File: config.mk
export PLATFORM = sky130hd
export DESIGN_NAME = huffman_bit_buffer
export DESIGN_NICKNAME = d
export VERILOG_FILES = /design/src/rtl/huffman_bit_buffer.sv
export SDC_FILE = /design/constraint.sdc
export NUM_CORES = 1
export LEC_CHECK = 0
export BUFFER_PORTS_ARGS = -buffer_cell sky130_fd_sc_hd__buf_4
export CAP_MARGIN = 10
export CORE_MARGIN = 5
export CORE_UTILIZATION = 50
export CTS_BUF_LIST = sky130_fd_sc_hd__clkbuf_16
export CTS_CLUSTER_SIZE = 8
export DETAILED_ROUTE_END_ITERATION = 7
export PLACE_DENSITY = 0.81
export SLEW_MARGIN = 25
export SYNTH_ARGS = -nofsm -noshare
export SYNTH_HDL_FRONTEND = slang
export SYNTH_SLANG_ARGS = --single-unit
export TNS_END_PERCENT = 30
File: constraint.sdc
create_clock -name clk -period 5.31 [get_ports clk]
set_input_delay 0 -clock clk [delete_from_list [all_inputs] [get_ports clk]]
set_output_delay 0 -clock clk [all_outputs]
set_load 0.03 [all_outputs]
File: src/rtl/huffman_bit_buffer.sv
// LSB-first bit accumulator feeding a PEEK_W-bit look-ahead window to the Huffman decoder.
// Optional feature macro HBUF_ERR_EN: enables the sticky protocol-error flag (err tied low otherwise).
module huffman_bit_buffer #(
   parameter int  BUF_W  = 16,
   parameter int  IN_W   = 4,
   parameter int  PEEK_W = 9,
   localparam int CNT_W  = $clog2(BUF_W + 1),
   localparam int ILEN_W = $clog2(IN_W + 1),
   localparam int CLEN_W = $clog2(PEEK_W + 1)
) (
   input  logic              clk,
   input  logic              reset_n,
   input  logic              s_valid,
   output logic              s_ready,
   input  logic [IN_W-1:0]   in_bits,
   input  logic [ILEN_W-1:0] in_len,
   input  logic              consume_en,
   input  logic [CLEN_W-1:0] consume_len,
   input  logic              flush,
   output logic [PEEK_W-1:0] peek_bits,
   output logic [CNT_W-1:0]  bit_count,
   output logic              err
);

   localparam logic [CNT_W-1:0]  READY_MAX = CNT_W'(BUF_W - IN_W);
   localparam logic [ILEN_W-1:0] IN_MAX    = ILEN_W'(IN_W);
   localparam logic [CLEN_W-1:0] PEEK_MAX  = CLEN_W'(PEEK_W);

   logic [BUF_W-1:0] bits_q, bits_d;
   logic [CNT_W-1:0] count_q, count_d;
   logic             accept;
   logic             take;
   logic [CNT_W-1:0] accLen;
   logic [CNT_W-1:0] tkLen;
   logic [CNT_W-1:0] keepLen;
   logic [BUF_W-1:0] maskedIn;

   assign s_ready = !flush && (count_q <= READY_MAX);
   assign accept  = s_valid && s_ready && (in_len != '0) && (in_len <= IN_MAX);
   assign take    = consume_en && (CNT_W'(consume_len) <= count_q) && (consume_len <= PEEK_MAX);

   // Consume shifts first; the masked chunk then lands directly above the surviving bits.
   always_comb begin
      maskedIn = '0;
      for (int i = 0; i < IN_W; i++) begin
         maskedIn[i] = accept && in_bits[i] && (i < int'(in_len));
      end
      accLen  = accept ? CNT_W'(in_len) : '0;
      tkLen   = take ? CNT_W'(consume_len) : '0;
      keepLen = count_q - tkLen;
      if (flush) begin
         bits_d  = '0;
         count_d = '0;
      end else begin
         bits_d  = (bits_q >> tkLen) | (maskedIn << keepLen);
         count_d = keepLen + accLen;
      end
   end

   always_ff @(posedge clk or negedge reset_n) begin
      if (!reset_n) begin
         bits_q  <= '0;
         count_q <= '0;
      end else begin
         bits_q  <= bits_d;
         count_q <= count_d;
      end
   end

   assign peek_bits = bits_q[PEEK_W-1:0];
   assign bit_count = count_q;

`ifdef HBUF_ERR_EN
   logic err_q;
   logic protoErr;

   assign protoErr = !flush &&
                     ((consume_en && !take) || (s_valid && s_ready && (in_len > IN_MAX)));

   always_ff @(posedge clk or negedge reset_n) begin
      if (!reset_n) begin
         err_q <= 1'b0;
      end else if (protoErr) begin
         err_q <= 1'b1;
      end
   end

   assign err = err_q;
`else
   assign err = 1'b0;
`endif

   // Bits above the fill level must stay clear so the peek window reads zeros there.
   assert property (@(posedge clk) disable iff (!reset_n) ((bits_q >> count_q) == '0));
   assert property (@(posedge clk) disable iff (!reset_n) (count_q <= CNT_W'(BUF_W)));

endmodule
Yosys cells after proc, flatten, opt, wreduce, memory -nomap -nowiden
Cells that the tools add are included.
W data, S select, Z words.
- input port bits: 16
- logic and storage cells: 35
- flip-flop bits (word level): 21
- reduce and logical (&&, ||, !) cells: 16
- add/sub/neg operators: 2
- shifts and indexed selects: 2
- magnitude comparators: 8
- bitwise operators: 1
- multiplexer cells: 4
- operators by type and width (operator ; count):
    $mux W16 ; 1
    $or A16 B16 Y16 ; 1
    $shl A4 B5 Y16 ; 1
    $shr A16 B4 Y16 ; 1
    $logic_and A1 B1 Y1 ; 14
    $lt A1 B3 Y1 const A ; 2
    $lt A2 B3 Y1 const A ; 2
    $add A5 B3 Y5 ; 1
    $le A4 B5 Y1 ; 1
    $le A5 B4 Y1 const B ; 1
    $mux W5 ; 1
    $sub A5 B4 Y5 ; 1
    $le A4 B4 Y1 const B ; 1
    $mux W4 ; 1
    $le A3 B3 Y1 const B ; 1
    $mux W3 ; 1
    $reduce_bool A3 Y1 ; 1
    $logic_not A1 Y1 ; 1

Logic depth before layout (Yosys ltp)
Gate-level depths: netlist of run 1.
- word-level depth: 10
- depth in mapped cells: 17
- depth with buffers taken out: 15

Worst setup path after synthesis of run 1
No wires, ideal clock.
- path type: register -> register
- from: register count_q[2], in the netlist bit_count[2]
- to: register bits_q[1]
- buffers on the path: 1
- clock period less this slack: 4536 ps
- arrival time: 4448 ps
- slack: 774 ps
- setup time: 88 ps
- cell stages (with the launch flop): 15
- required time: 5222 ps
- cells stage by stage: dfrtp_1 > inv_1 > ha_1 > a21oi_1 > o221ai_1 > a211oi_2 > clkinv_1 > ha_1 > and3b_1 > or3_1 > buf_2 > a2111o_1 > or4_1 > a31o_1 > a41oi_1
- cells in the longest elaborated chain, start to end: 10
- elaborated cells on any way between the ends: 22
- classes of those cells: add/sub: 1; order compare: 2; shift: 2; mux: 2; bitwise: 1; reduce/logical: 14
- RTL lines (item ; line ; RTL):
    start, declared ; 30 ; logic [CNT_W-1:0] count_q, count_d;
    start signal, assigned ; 66 ; count_q <= count_d;
    branches (longest 8 deep; another with $le A4 B5 Y1) ; n/a ;
    $or A16 B16 Y16 * ; 55 ; bits_d = (bits_q >> tkLen) | (maskedIn << keepLen);
    $mux W16 * ; 51 ; if (flush) begin
    net bits_d[1] ; 29 ; logic [BUF_W-1:0] bits_q, bits_d;
    end signal, assigned ; 65 ; bits_q <= bits_d;
    end, declared ; 29 ;
Mark *: on every way through the listed nets, which the timed path passes.

Final worst setup path of run 1
- from: register count_q[2], in the netlist bit_count[2]
- to: register bits_q[8]
The elaborated chain is that of the path after synthesis.

==> flow_summary.ini, run 1 <==
[run_status]
status = complete, no violations

[placed_design]
dp_hpwl_mm = 5.95
placed_cells = 382
gp_congestion = 0.967
io_buffer_count = 30

[synthesis]
syn_nets = 335
yosys_warnings = 0
synth.top_cells.by_area = dfrtp_1 21%, ha_1 6.1%, mux2i_1 4.5%, o211ai_1 4.0%, o21ai_0 3.7%
synth-seq-cells = 21
async_flop_share_pct = 100
avgSynthCellArea_um2 = 8.04
yosysTopAreaCell = dfrtp_1
yosysSeqAreaShare_pct = 21.4
synthCells = 305
synth_edf_count = 0
synth_ff_type = dfrtp_1
synth_top_area_share_pct = 21.4
synth_cell_types = 73
syn-cell-area_um2 = 2450

[detailed_routing]
drc = 0
dr.pass1.iters = 4
vias = 2620
post_drt_wl_per_cell_um = 19.6
postRouteAntennaNets = 0
via_per_inst = 6.77
wirelength_mm = 7.59
drtIter0Drc = 223

[setup_path]
critPathRequiredTime_ps = 5500
worst_setup_path_start_kind = register
cp_common_cell = ha_1
crit_path_max_fanout = 11
end_kind = register
cp.arrival_ps = 5010
slowest_stage = o21ai_0
path_class = register to register
path_cells = inv_1 > ha_1 > a21oi_1 > o221ai_1 > a211oi_2 > buf_4 > clkinv_1 > ha_1 > a21o_1 > o21ai_0 > nand2_1 > or3_1 > a2111oi_0 > a311o_1
max_stage_delay_ps = 500

[floorplanning]
die_area_um2 = 6410
die_y_um = 80.0
rows = 25
start_util_pct = 51.6
fp.dieW_um = 80.0
core_area_um2 = 4750
ioPinCount = 32

[global_routing]
grt_pass1_vias = 2532
grt_most_used_layer = met2
grtUsageMet1_pct = 30.6
overflow = 0
grt_max_degree = 26
grt_util_met3_pct = 2.48
grt_pass1_wl_mm = 12.3
antenna_found_initial = 0
use_met2_pct = 42.5
grt_usage_pct = 24.1

[finish]
final_layout_size_suffix_gt1_share_pct = 15.3
final_util_pct = 57.8
fin_cells = 387
layout.nets = 351
mostFrequentLayoutCell = buf_4
area_growth_syn_to_layout_pct = 12.0
fill_cells = 486
n_antenna_cell = 0
final_cell_mix = 33 x buf_4, 23 x nor2_1, 21 x dfrtp_1

[hold_path]
hp-class = input port to register

[power_and_ir_drop]
p_seq_share_pct = 20.9
combPwrFrac_pct = 66.4
clkPwrFrac_pct = 12.7
pwr_density_cell_nw_per_um2 = 453
switching_share_pct = 52.1
leakage_nw = 1.23
peakVddDrop_v = 0.000188
p_int_mw = 0.596
switchingPower_mw = 0.648

[timing]
skew_ps = 3.59
rsz0062_at_grt = no
slew_viol_final = 0
max_clock_freq_mhz = 207
hold_viol = 0
setup_viol = 0
post-route-min-period_ps = 4820
fin_crit_sh_pct = 90.8
maxSlewHeadroom_pct = 48.0
max_slew.worst_pin.slew_ps = 780
fin_setup_tns_ps = 0

[cts]
path_clk_slew_ps = 60
clkLatencyLatePin_ps = 250
cts_resized = 0
cts_tree = done
htree_levels = 1
numClockSinks = 21
clockBufferDepth = 2
clock-root-buffer = clkbuf_16
cts_buffers = 3

[job]
drv_cap = 0
[kinds of logic after synthesis]
group,synth area share (%)
flip-flops,21.4
buffers and inverters,8.52
AND/OR/NAND/NOR,19.8
other,0.153
adder cells (fa/ha/maj),7.76
multiplexers,5.41
XOR/XNOR,1.43
AO/OA/AOI/OAI,35.5
[timing repair]
action / 4_1_cts / 5_1_grt
endpoints found under the hold margin: 21 / 0
hold buffers: 1 / 0
setup buffers: 0 / 0
[worst paths after layout]
| check | startpoint | endpoint | slack, ps | cells after the start |
|---|---|---|---|---|
| hold / removal | flush | bit_count[0]$_DFF_PN0_ | 120 | 2 |
| setup reg to reg | bit_count[2]$_DFF_PN0_ | bits_q[8]$_DFF_PN0_ | 490 | 14 |
| max in group asynchronous | reset_n | bit_count[2]$_DFF_PN0_ | 4910 | 2 |
| setup / recovery | bit_count[2]$_DFF_PN0_ | bits_q[8]$_DFF_PN0_ | 490 | 14 |
| min in group asynchronous | reset_n | bits_q[7]$_DFF_PN0_ | 180 | 2 |
| hold reg to reg | bits_q[15]$_DFF_PN0_ | bits_q[15]$_DFF_PN0_ | 670 | 2 |
[metrics by stage]
| stage | setup slack [ps] | power (mW) | area, um2 | hold WS [ps] |
|---|---|---|---|---|
| after global routing | 179 | 1.33 | 2750 | 132 |
| final | 489 | 1.24 | 2750 | 122 |
| after detailed placement | 745 | 1.06 | 2660 | -99.2 |
| after CTS | 594 | 1.23 | 2750 | 111 |
| after global placement | 825 | 1.06 | 2660 | -104 |
| after floorplan | 774 | 0.856 | 2450 | -296 |
[final cells by class]
type | count | area [um2] | area share (%)
multi-input combinational | 239 | 1720 | 62.5
sequential | 21 | 526 | 19.1
timing repair buffer | 34 | 258 | 9.38
tap | 67 | 83.8 | 3.05
inverter | 22 | 82.6 | 3.01
clock buffer | 3 | 75.1 | 2.73
clock inverter | 1 | 5.00 | 0.182
[registers in the layout, summed over array words and instances, names as in the netlist]
name / flops
bit_count: 5
bits_q: 16
[synth_stat cells, drive strengths merged, types with 9 or more instances]
master,count
nor2,23
a21oi,17
inv,20
ha,12
o21ai,20
nand3,11
o211ai,13
mux2i,11
buf,14
dfrtp,21
clkbuf,9
nand2,15
[power groups by stage]
stage          sequential, mW  combinational [mW]  clock (mW)
4_1_cts                 0.256               0.810       0.162
3_5_place_dp            0.259               0.801           0
5_1_grt                 0.264               0.900       0.168
6_report                0.260               0.826       0.158
3_3_place_gp            0.259               0.802           0
2_1_floorplan           0.264               0.591           0
[routing by layer]
layer  up-vias  wire length (um)
li1       1201                 -
met1      1242              3160
met2       158              3690
met3        19               571
met4         0               158
met5         -                 0
[worst max-delay path: cells and delay by family, from the launching register on]
family / cells / cell delay, ps
AO/OA/AOI/OAI: 7 / 2280
flip-flops: 1 / 410
adder cells (fa/ha/maj): 2 / 720
AND/OR/NAND/NOR: 2 / 810
buffers and inverters: 3 / 540
Power figures use the tool's default switching activity.
==> run 2: changes to the inputs <==
Settings changed: ABC_AREA from default to 1.
==> run 2 against run 1 <==
Compared with the run above:
- sequential power is essentially flat
- global-route usage shrank 2.5 points
- synthesized area shrank 2.0%
- die area shrank 1.7%
- synthesized cell count grew 24%
- hold slack lost 90 ps
- final area shrank 3.8%
- first-iteration DRC count grew 65%
- largest cell class unchanged
==> flow_summary.ini, run 2 <==
[setup_path]
max_stage_delay_ps = 470
cp_common_cell = inv_1
crit_family = adder cells
path_cells = inv_1 > ha_1 > nand2_1 > inv_1 > nand3_1 > nand3_2 > nand2_2 > nand3_2 > inv_1 > ha_1 > inv_1 > fa_1 > xnor2_1 > buf_4 > clkinv_1 > ha_1 > nand2_1 > inv_1 > o21ai_0 > o21ai_0 > a21oi_1
crit_path_max_fanout = 20
slowest_stage = dfrtp_1
cp.buffers_inverters = 7
path_class = register to register
worst_setup_path_start_kind = register
end_kind = register
critPathRequiredTime_ps = 5500
cp.arrival_ps = 4400

[finish]
largest_reg_flops = 16
final_layout_size_suffix_gt1_share_pct = 14.8
design_area_um2 = 2640
final_util_pct = 56.3
regMostFlops = bits_q
final_cell_mix = 91 x nand3_1, 86 x nand2_1, 51 x inv_1
layout.nets = 423
mostFrequentLayoutCell = nand3_1
area_growth_syn_to_layout_pct = 9.94
n_antenna_cell = 0

[detailed_routing]
drtIter0Drc = 368
via_per_inst = 5.92
vias = 2640
dr.pass1.iters = 5
post_drt_wl_per_cell_um = 14.9
drc = 0
postRouteAntennaNets = 0
wirelength_mm = 6.65

[global_routing]
overflow = 0
grt_max_degree = 22
grt_pass1_wl_mm = 11.0
antenna_found_initial = 0
grt_pass1_vias = 2388
grt_usage_pct = 21.7

[cts]
numClockSinks = 21
clock-root-buffer = clkbuf_16
clkLatencyLatePin_ps = 260
htree_levels = 1
clockBufferDepth = 2
path_clk_slew_ps = 60
cts_tree = done
cts_resized = 0
cts_buffers = 3

[synthesis]
synth_cell_types = 35
yosysTopAreaCell = dfrtp_1
synth_most_common_cell = nand3_1
synthCells = 379
avgSynthCellArea_um2 = 6.34
synth_commonest_cells = 91 x nand3_1, 86 x nand2_1, 51 x inv_1, 21 x dfrtp_1, 20 x nand4_1
syn_nets = 409
async_flop_share_pct = 100
synth-seq-cells = 21
synth_top_area_share_pct = 21.9
synth_edf_count = 0
synth.top_cells.by_area = dfrtp_1 22%, nand3_1 19%, nand2_1 13%, inv_1 8.0%, ha_1 6.2%
syn-cell-area_um2 = 2400
yosys_warnings = 0
yosysSeqAreaShare_pct = 21.9
synth_ff_type = dfrtp_1

[power_and_ir_drop]
peakVddDrop_v = 0.000252
total_power_mw = 1.44
pwr_density_cell_nw_per_um2 = 546
leakage_nw = 1.40

[timing]
max_clock_freq_mhz = 237
post-route-min-period_ps = 4220
maxSlewHeadroom_pct = 64.0
fin_crit_sh_pct = 79.4
max_slew.worst_pin.slew_ps = 539
hold_viol = 0
slew_viol_final = 0
skew_ps = 2.27
rsz0062_at_grt = no
holdWs_ps = 32.1
setup_viol = 0
fin_setup_tns_ps = 0

[floorplanning]
start_util_pct = 51.2
core_area_um2 = 4690
rows = 25
die_area_um2 = 6290
ioPinCount = 32
fp.dieW_um = 79.3
die_y_um = 79.3

[job]
drv_cap = 0

[placed_design]
io_buffer_count = 30
dp_hpwl_mm = 4.90
gp_congestion = 0.950
placed_cell_area_um2 = 2550

[hold_path]
hp-class = input port to register

[run_status]
status = complete, no violations
-- run 2: per-stage QoR --
step,std cells,setup WS (ps)
after global placement,441,1380
after detailed placement,441,1250
after floorplan,379,1370
after CTS,446,1180
after global routing,446,816
final,446,1090
-- run 2: cell families (layout without fill, tap and decap cells) --
family,count (synthesis),in the layout,share of synthesized area [%]
XOR/XNOR,3,3,1.09
other,1,1,0.156
AO/OA/AOI/OAI,35,35,8.90
flip-flops,21,21,21.9
AND/OR/NAND/NOR,226,226,45.0
buffers and inverters,79,92,15.0
adder cells (fa/ha/maj),14,14,7.91
-- run 2: cell type report --
type                       count  area (um2)
fill                         465        2050
multi-input combinational    279        1520
sequential                    21         526
timing repair buffer          32         243
inverter                      56         210
clock buffer                   3        75.1
tap                           54        67.6
clock inverter                 1        5.00
-- run 2: where the power goes --
group          internal [mW]  total (mW)  switching (mW)
Clock                  0.101       0.165          0.0639
Combinational          0.322        1.02           0.693
Sequential             0.215       0.263          0.0488
Total                  0.639        1.44           0.805
-- run 2: final timing paths --
kind	from	endpoint	slack, ps	depth (start not counted)
worst max-delay path	bit_count[2]$_DFF_PN0_	bit_count[4]$_DFF_PN0_	1090	21
worst max register to register	bit_count[2]$_DFF_PN0_	bit_count[4]$_DFF_PN0_	1090	21
worst min-delay path	flush	bits_q[5]$_DFF_PN0_	30	2
min in group asynchronous	reset_n	bits_q[7]$_DFF_PN0_	160	2
max in group asynchronous	reset_n	bit_count[3]$_DFF_PN0_	4920	2
worst min register to register	bit_count[4]$_DFF_PN0_	bit_count[4]$_DFF_PN0_	770	2
-- run 2: timing repair --
item	4_1_cts	5_1_grt
endpoints found under the hold margin	21	0
hold buffers	1	0
buffers inserted	0	0
-- run 2: metal layers --
| metal | GRT usage, % | part of all wire (%) | vias up | wire (um) |
|---|---|---|---|---|
| li1 | - | - | 1279 | - |
| met1 | 26.3 | 40 | 1213 | 2650 |
| met2 | 39.4 | 50 | 134 | 3300 |
| met3 | 2.72 | 8.5 | 14 | 565 |
| met4 | 6.87 | 1.9 | 0 | 129 |
| met5 | 0 | 0 | - | 0 |
-- run 2: worst reg2reg max path: stages (launching register included) --
cell and delay, ps:
dfrtp_1 470, inv_1 80, ha_1 290, nand2_1 60
inv_1 50, nand3_1 100, nand3_2 90, nand2_2 290
nand3_2 400, inv_1 220, ha_1 170, inv_1 60
fa_1 390, xnor2_1 180, buf_4 180, clkinv_1 210
ha_1 370, nand2_1 70, inv_1 50, o21ai_0 190
o21ai_0 100, a21oi_1 120
